<file path="src/rtl/exu_alu_arb_pkg.sv">
// rtl/exu_alu_arb_pkg.sv - shared ALU select encoding and arbiter limits
package exu_alu_arb_pkg;

    localparam int ALU_SEL_W   = 10;
    localparam int ALU_ADD_SUB = 0;
    localparam int ALU_SUB     = 1;
    localparam int ALU_SLT     = 2;
    localparam int ALU_SLTU    = 3;
    localparam int ALU_AND     = 4;
    localparam int ALU_OR      = 5;
    localparam int ALU_XOR     = 6;
    localparam int ALU_SLL     = 7;
    localparam int ALU_SRL     = 8;
    localparam int ALU_SRA     = 9;

    localparam int N_REQ_MAX   = 4;

    // Pointer width for an n-way round-robin; never narrower than one bit.
    function automatic int ptr_width(input int n);
        return (n > 1) ? $clog2(n) : 1;
    endfunction

endpackage

</file>
<file path="src/rtl/exu_alu_arb_rr_pick.sv">
// rtl/exu_alu_arb_rr_pick.sv - N-wide round-robin priority picker
import exu_alu_arb_pkg::*;

module rr_pick #(
    parameter int N  = 2,
    parameter int PW = ptr_width(N)
) (
    input  logic [N-1:0]  eligible,
    input  logic [PW-1:0] ptr,
    output logic [N-1:0]  grant,
    output logic [PW-1:0] grant_idx,
    output logic          any
);

    // Scan from ptr upward, wrapping, and stop at the first eligible index.
    always_comb begin
        int j;
        grant     = '0;
        grant_idx = '0;
        any       = 1'b0;
        j         = 0;
        for (int k = 0; k < N; k++) begin
            j = int'(ptr) + k;
            if (j >= N) begin
                j = j - N;
            end
            if (!any && eligible[j]) begin
                any       = 1'b1;
                grant[j]  = 1'b1;
                grant_idx = PW'(j);
            end
        end
    end

endmodule

</file>
<file path="src/rtl/exu_alu_arb.sv">
// rtl/exu_alu_arb.sv - round-robin sharing of one combinational ALU among N_REQ requesters
import exu_alu_arb_pkg::*;

module exu_alu_arb #(
    parameter int N_REQ = 2,
    parameter int XLEN  = 64
) (
    input  logic                       clk,
    input  logic                       rst_n,
    input  logic [N_REQ-1:0]           req_valid,
    output logic [N_REQ-1:0]           req_ready,
    input  logic [N_REQ-1:0]           req_inst_32,
    input  logic [N_REQ*ALU_SEL_W-1:0] req_op,
    input  logic [N_REQ*XLEN-1:0]      req_a,
    input  logic [N_REQ*XLEN-1:0]      req_b,
    output logic [N_REQ-1:0]           rsp_valid,
    input  logic [N_REQ-1:0]           rsp_ready,
    output logic [N_REQ*XLEN-1:0]      rsp_result,
    output logic                       alu_inst_32,
    output logic [XLEN-1:0]            alu_a,
    output logic [XLEN-1:0]            alu_b,
    output logic [ALU_SEL_W-1:0]       alu_sel,
    input  logic [XLEN-1:0]            alu_result
);

    localparam int PW = ptr_width(N_REQ);

    logic [PW-1:0]    rr_ptr;
    logic [PW-1:0]    grant_idx;
    logic [N_REQ-1:0] eligible;
    logic [N_REQ-1:0] grant;
    logic             any;

    // A full slot that is draining this cycle can take a new result at once.
    assign eligible  = rst_n ? (req_valid & (~rsp_valid | rsp_ready)) : '0;
    assign req_ready = grant;

    rr_pick #(
        .N  (N_REQ),
        .PW (PW)
    ) u_pick (
        .eligible  (eligible),
        .ptr       (rr_ptr),
        .grant     (grant),
        .grant_idx (grant_idx),
        .any       (any)
    );

    // Idle ALU inputs are forced to zero so the shared ALU does not toggle.
    always_comb begin
        alu_inst_32 = 1'b0;
        alu_a       = '0;
        alu_b       = '0;
        alu_sel     = '0;
        if (any) begin
            alu_inst_32 = req_inst_32[grant_idx];
            alu_a       = req_a[int'(grant_idx)*XLEN +: XLEN];
            alu_b       = req_b[int'(grant_idx)*XLEN +: XLEN];
            alu_sel     = req_op[int'(grant_idx)*ALU_SEL_W +: ALU_SEL_W];
        end
    end

    always_ff @(posedge clk or negedge rst_n) begin
        if (!rst_n) begin
            rsp_valid  <= '0;
            rsp_result <= '0;
            rr_ptr     <= '0;
        end else begin
            if (any) begin
                rr_ptr <= (int'(grant_idx) == N_REQ - 1) ? '0 : grant_idx + PW'(1);
            end
            for (int i = 0; i < N_REQ; i++) begin
                if (grant[i]) begin
                    rsp_valid[i]                  <= 1'b1;
                    rsp_result[i*XLEN +: XLEN]    <= alu_result;
                end else if (rsp_ready[i]) begin
                    rsp_valid[i] <= 1'b0;
                end
            end
        end
    end

endmodule
</file>
<file path="config.mk">
export PLATFORM = sky130hd
export DESIGN_NAME = exu_alu_arb
export DESIGN_NICKNAME = d
export VERILOG_FILES = /design/src/rtl/exu_alu_arb_pkg.sv /design/src/rtl/exu_alu_arb_rr_pick.sv /design/src/rtl/exu_alu_arb.sv
export SDC_FILE = /design/constraint.sdc
export NUM_CORES = 1
export LEC_CHECK = 0
export BUFFER_PORTS_ARGS = -buffer_cell sky130_fd_sc_hd__buf_2
export CAP_MARGIN = 20
export CORE_AREA = 3 3 243 245
export CTS_BUF_LIST = sky130_fd_sc_hd__clkbuf_16
export DETAILED_ROUTE_END_ITERATION = 10
export DIE_AREA = 0 0 246 248
export HOLD_SLACK_MARGIN = 0.03
export SLEW_MARGIN = 5
export SYNTH_ARGS = -nofsm -noshare
export SYNTH_HDL_FRONTEND = slang
export SYNTH_SLANG_ARGS = --single-unit
</file>
<file path="constraint.sdc">
create_clock -name clk -period 2.25 [get_ports clk]
set_clock_uncertainty 0.2 [all_clocks]
set_input_delay 0.45 -clock clk [delete_from_list [all_inputs] [get_ports clk]]
set_output_delay 0.45 -clock clk [all_outputs]
set_load 0.005 [all_outputs]
</file>
# Word level (Yosys, flattened, before mapping)

Cells that the tools add are included.

$add $sub $neg: 4
Multipliers: 1
Mux-type cells: 30
Reductions and logical operators: 6
Bitwise logic cells: 4
$lt $le $gt $ge: 7
Shift operators: 3

Operator list:

| operator                | count |
|---|---|
| $shiftx A128 B8 Y64     | 2 |
| $mux W64                | 2 |
| $ge A32 B1 Y1 const B   | 2 |
| $lt A32 B3 Y1 const B   | 2 |
| $mux W32                | 2 |
| $ge A32 B3 Y1 const B   | 1 |
| $sub A32 B3 Y32 const B | 1 |
| $mux W1                 | 20 |
| $shiftx A20 B6 Y10      | 1 |
| $mux W10                | 1 |
| $mux W2                 | 3 |
| $mul A1 B3 Y4 const B   | 1 |
| $or A2 B2 Y2            | 2 |
| $reduce_bool A2 Y1      | 2 |
| $logic_and A1 B1 Y1     | 3 |
| $sub A1 B2 Y3 const B   | 1 |
| $add A1 B1 Y2 const B   | 1 |
| $and A2 B2 Y2           | 1 |
| $demux W1 S1            | 2 |
| $ge A1 B2 Y1 const B    | 1 |
| $lt A1 B2 Y1 const B    | 1 |
| $not A2 Y2              | 1 |
| $add A1 B1 Y1 const B   | 1 |
| $logic_not A1 Y1        | 1 |

Logic and storage cells: 60
Register bits after elaboration: 131
Bits of input ports: 348
Output and inout bits: 271

# Longest topological paths before layout

Depth after elaboration: 14
Gate-level depth with buffers: 6
Depth with buffers taken out: 3

# Hierarchy

A second synthesis with hierarchy kept.

Cells, all modules: 595
Area, all modules: 7379.6 sq um

Modules (own cells, without submodules):

| module      | area an instance (sq um) | instances | cells an instance | seq. area each (sq um) |
|---|---|---|---|---|
| exu_alu_arb | 7347.0                   | 1         | 590               | 3278.1 |
| rr_pick     | 32.5                     | 1         | 5                 | 0.0 |

# Worst setup path before layout

Ideal clock, no wire load.

Path type: in2out
From: in rsp_ready[0]
To: out alu_a[62]
Stages on the path: 5
Path buffers: 2
Required time: 1600 ps
Setup slack: 120 ps
Arrival time: 1480 ps
Cell sequence: nand2b_1 -> a211o_1 -> buf_2 -> buf_2 -> o22ai_1

Longest elaborated chain between the ends: 12
Elaborated cells on any way between the ends: 17
Those cells by class: shift: 1; mux: 12; bitwise: 2; reduce/logical: 2

RTL lines:

| what                                        | line                      | RTL |
|---|---|---|
| from (decl)                                 | exu_alu_arb.sv:17         | `input logic [N_REQ-1:0] rsp_ready,` |
| $or A2 B2 Y2 *                              | exu_alu_arb.sv:35         | `assign eligible = rst_n ? (req_valid & (~rsp_valid \| rsp_ready)) : '0;` |
| $and A2 B2 Y2 *                             | exu_alu_arb.sv:35         |  |
| $mux W2 *                                   | exu_alu_arb.sv:35         |  |
| $mux W1 (not written as such) (3 in series) | exu_alu_arb_rr_pick.sv:27 | `if (!any && eligible[j]) begin` |
| $mux W1                                     | exu_alu_arb_rr_pick.sv:27 |  |
| $logic_not A1 Y1                            | exu_alu_arb_rr_pick.sv:27 |  |
| $logic_and A1 B1 Y1                         | exu_alu_arb_rr_pick.sv:27 |  |
| $mux W1                                     | exu_alu_arb_rr_pick.sv:27 |  |
| $shiftx A128 B8 Y64                         | exu_alu_arb.sv:57         | `alu_a = req_a[int'(grant_idx)*XLEN +: XLEN];` |
| $mux W64 *                                  | exu_alu_arb.sv:55         | `if (any) begin` |
| to (decl)                                   | exu_alu_arb.sv:20         | `output logic [XLEN-1:0] alu_a,` |

Mark *: on every way between the ends. The rest lies on a longest branch, timed or not. The select of a mux whose other input is x is not followed.

# Final worst setup path

From: reg rsp_valid[0]
To: out alu_b[19]

Longest elaborated chain between the ends: 13
Elaborated cells on any way between the ends: 18
Those cells by class: shift: 1; mux: 12; bitwise: 3; reduce/logical: 2

RTL lines:

| what                                        | line                      | RTL |
|---|---|---|
| from (decl)                                 | exu_alu_arb.sv:16         | `output logic [N_REQ-1:0] rsp_valid,` |
| from (signal assigned)                      | exu_alu_arb.sv:65         | `rsp_valid <= '0;` |
| from (signal, indexed assignment)           | exu_alu_arb.sv:74         | `rsp_valid[i] <= 1'b1;` |
| from (signal, indexed assignment)           | exu_alu_arb.sv:77         | `rsp_valid[i] <= 1'b0;` |
| $not A2 Y2 *                                | exu_alu_arb.sv:35         |  |
| $or A2 B2 Y2 *                              | exu_alu_arb.sv:35         |  |
| $and A2 B2 Y2 *                             | exu_alu_arb.sv:35         |  |
| $mux W2 *                                   | exu_alu_arb.sv:35         |  |
| $mux W1 (not written as such) (3 in series) | exu_alu_arb_rr_pick.sv:27 |  |
| $mux W1                                     | exu_alu_arb_rr_pick.sv:27 |  |
| $logic_not A1 Y1                            | exu_alu_arb_rr_pick.sv:27 |  |
| $logic_and A1 B1 Y1                         | exu_alu_arb_rr_pick.sv:27 |  |
| $mux W1                                     | exu_alu_arb_rr_pick.sv:27 |  |
| $shiftx A128 B8 Y64                         | exu_alu_arb.sv:58         | `alu_b = req_b[int'(grant_idx)*XLEN +: XLEN];` |
| $mux W64 *                                  | exu_alu_arb.sv:55         |  |
| to (decl)                                   | exu_alu_arb.sv:21         | `output logic [XLEN-1:0] alu_b,` |

Marked as above.

==> reports/qor.yml <==
route.detailed.drc: 0
synth_cells: 768
cp-end-kind: "output port"
dr.pass1.iters: 5
setup_ws_ps: -503.0
crit_type: "reg2out"
grt_max_degree: 57
min_period_over_period_pct: 122.4
power.switching_uw: 3521
internal_power_uw: 6742
worstPathArrival_ps: 2100
drtAntennaViolNets: 0
p_per_area_nw_per_um2: 714.0
rows: 88
synth.avg_cell_area_um2: 9.363
min_period_ps: 2753
netSwitchingFraction_pct: 34.31
worst_pin_slew_ps: 925.5
drtIter0Drc: 422
slew_headroom_pct: 38.09
rsz0062_at_grt: "true"
wirelength_um: 53020
fmax_mhz: 363.2
grt_pass1_vias: 8606
synth_warnings: 0
die_y_um: 248
antenna_found_initial: 12
drive_gt1_share_pct: 63.40
post-route-util_pct: 25.05
setup_viol_count_final: 141
clkPwrFrac_pct: 25.7
fin_nets: 1843
violations: "negative setup slack"
clk_pin_slew_worst_paths_ps: 60
portBuffers: 618
syn-num-nets: 1116
ff_latch_area_um2: 3278
setup.worst_path.start_class: "flip-flop"
routedWlPerCell_um: 23.27
fp.dieW_um: 246
clock_path_buffers: 2
multi_input_area_um2: 4345
reg2reg_slack_ps: 50
place_congestion: 0.9769
cts_sinks: 131
p_leak_uw: 0.006941
yosys_register_bits: 131
grtUsageTotal_pct: 15.45
areaGrowthSynthToFinish_pct: 99.88
ios: 619
whs_ps: 57.69
cts_root_buffer: "clkbuf_16"
hp-class: "in2reg"
pwr-share-comb_pct: 41.5
clk_latency_ps: 430
pwr-share-seq_pct: 32.7
hold_viol: 0
synth.distinct_cells: 19
pre_cts_slack_ps: -628.1
gr-total-overflow: 0
num-fill-cells: 6135
numCtsBuffers: 17
max_cap_viol_count: 0
tns_ps: -58170
ir_drop_v: 0.0006624
grt_pass1_wl_um: 65670
start_util_pct: 12.53
worst-path-max-fanout: 8
viasPerCell: 4.040
cp.required_ps: 1600
htreeDepth: 4
vias: 9202
yosysSeqAreaShare_pct: 45.59
dp_hpwl_um: 40210
status: "finished with violations"
synth_area_um2: 7191
die_area_um2: 61010
cts_tree: "done"
slew_viol_final: 0
design.core.area_um2: 57370
==> layout make-up <==
cell class	count	share of cell area, %
timing repair buffer	783	36.29
multi-input combinational	560	30.23
sequential	131	22.81
tap	765	6.660
clock buffer	17	2.960
clock inverter	15	0.9054
antenna	5	0.08706
inverter	2	0.05223
==> power by group through the flow <==
stage	combinational, µW	clock, µW	sequential, µW
detailed placement	3380	0	3380
global placement	3360	0	3370
finish	4260	2640	3360
global route	4550	2810	3440
floorplan	1250	0	3420
CTS	3790	2730	3360
==> per-stage QoR <==
stage,power (µW),cell area (µm²),instances
5_1_grt,10800,14370,2276
2_1_floorplan,4667,7191,768
6_report,10260,14370,2278
4_1_cts,9879,13370,2242
3_3_place_gp,6725,11820,2178
3_5_place_dp,6757,11820,2178
==> worst paths after layout <==
| path | from | to | depth (start not counted) |
|---|---|---|---|
| setup reg to reg | rsp_valid[0]$_DFFE_PN0P_ | rsp_result[114]$_DFFE_PN0P_ | 8 |
| hold / removal | alu_result[40] | rsp_result[104]$_DFFE_PN0P_ | 2 |
| setup / recovery | rsp_valid[0]$_DFFE_PN0P_ | alu_b[19] | 6 |
| hold reg to reg | rsp_result[102]$_DFFE_PN0P_ | rsp_result[102]$_DFFE_PN0P_ | 1 |
| max in group asynchronous | rst_n | rsp_result[93]$_DFFE_PN0P_ | 3 |
| min in group asynchronous | rst_n | rsp_result[99]$_DFFE_PN0P_ | 3 |
==> worst max-delay path: stages, from the launching register on <==
cell and delay, ps:
dfrtp_1 360, nand2b_1 100, a211o_4 390, buf_12 160, buf_16 170, o22ai_4 270, buf_2 170
==> logic make-up after synthesis <==
kind of cell           after synthesis  synth area share, %
AND/OR/NAND/NOR                    287                15.19
multiplexers                       128                20.05
flip-flops                         131                45.59
AO/OA/AOI/OAI                      145                12.74
buffers and inverters               77                6.438
==> metal layers <==
| metal | share of wire, % | GRT usage, % | up-vias |
|---|---|---|---|
| li1 | - | - | 4149 |
| met1 | 38 | 17.29 | 4419 |
| met2 | 47 | 25.43 | 536 |
| met3 | 9.5 | 5.877 | 90 |
| met4 | 5.6 | 8.336 | 8 |
| met5 | 0.094 | 0 | - |
==> flip-flops by register name (all words and copies together) (netlist names) <==
name        cells
rsp_result    128
rsp_valid       2
rr_ptr          1
==> cells in the mapped netlist <==
| library cell | n | area [µm²] |
|---|---|---|
| a211o_1 | 1 | 8.760 |
| a211oi_2 | 1 | 12.51 |
| and2_1 | 1 | 6.260 |
| buf_2 | 19 | 95.09 |
| buf_4 | 4 | 30.03 |
| buf_6 | 18 | 202.7 |
| clkbuf_1 | 34 | 127.6 |
| dfrtp_1 | 131 | 3278 |
| inv_1 | 2 | 7.510 |
| mux2_1 | 61 | 686.9 |
| mux2_2 | 67 | 754.5 |
| nand2_1 | 282 | 1059 |
| nand2b_1 | 1 | 6.260 |
| nor2b_1 | 1 | 6.260 |
| nor2b_2 | 1 | 8.760 |
| o211ai_1 | 2 | 15.01 |
| o21ai_0 | 2 | 10.01 |
| o22ai_1 | 139 | 869.6 |
| or2_2 | 1 | 6.260 |
==> what timing repair did <==
item	4_1_cts	5_1_grt
hold endpoints to repair	60	0
pin swaps	17	33
hold buffers	24	0
gates cloned	5	6
endpoints found under the setup margin	141	151
gates resized for setup	103	122
setup buffers	3	28
==> cells in the final DEF, fill, tap and decap left out, types with 2 or more instances in the layout <==
cell type      synthesis  final
buf_12                 0     26
buf_16                 0      7
buf_2                 19    591
buf_4                  4     78
buf_6                 18     47
buf_8                  0      6
clkbuf_16              0     21
clkinv_2               0      4
clkinv_4               0      2
clkinvlp_4             0      2
dfrtp_1              131    131
diode_2                0      5
dlygate4sd3_1          0     24
inv_1                  2      2
inv_6                  0      5
mux2_1                61     60
mux2_2                67     67
nand2_1              282    281
o211ai_1               2      2
o21ai_0                2      2
o22ai_1              139     47
o22ai_2                0     54
o22ai_4                0     38
Note: power is estimated with default switching activity, not from simulation.
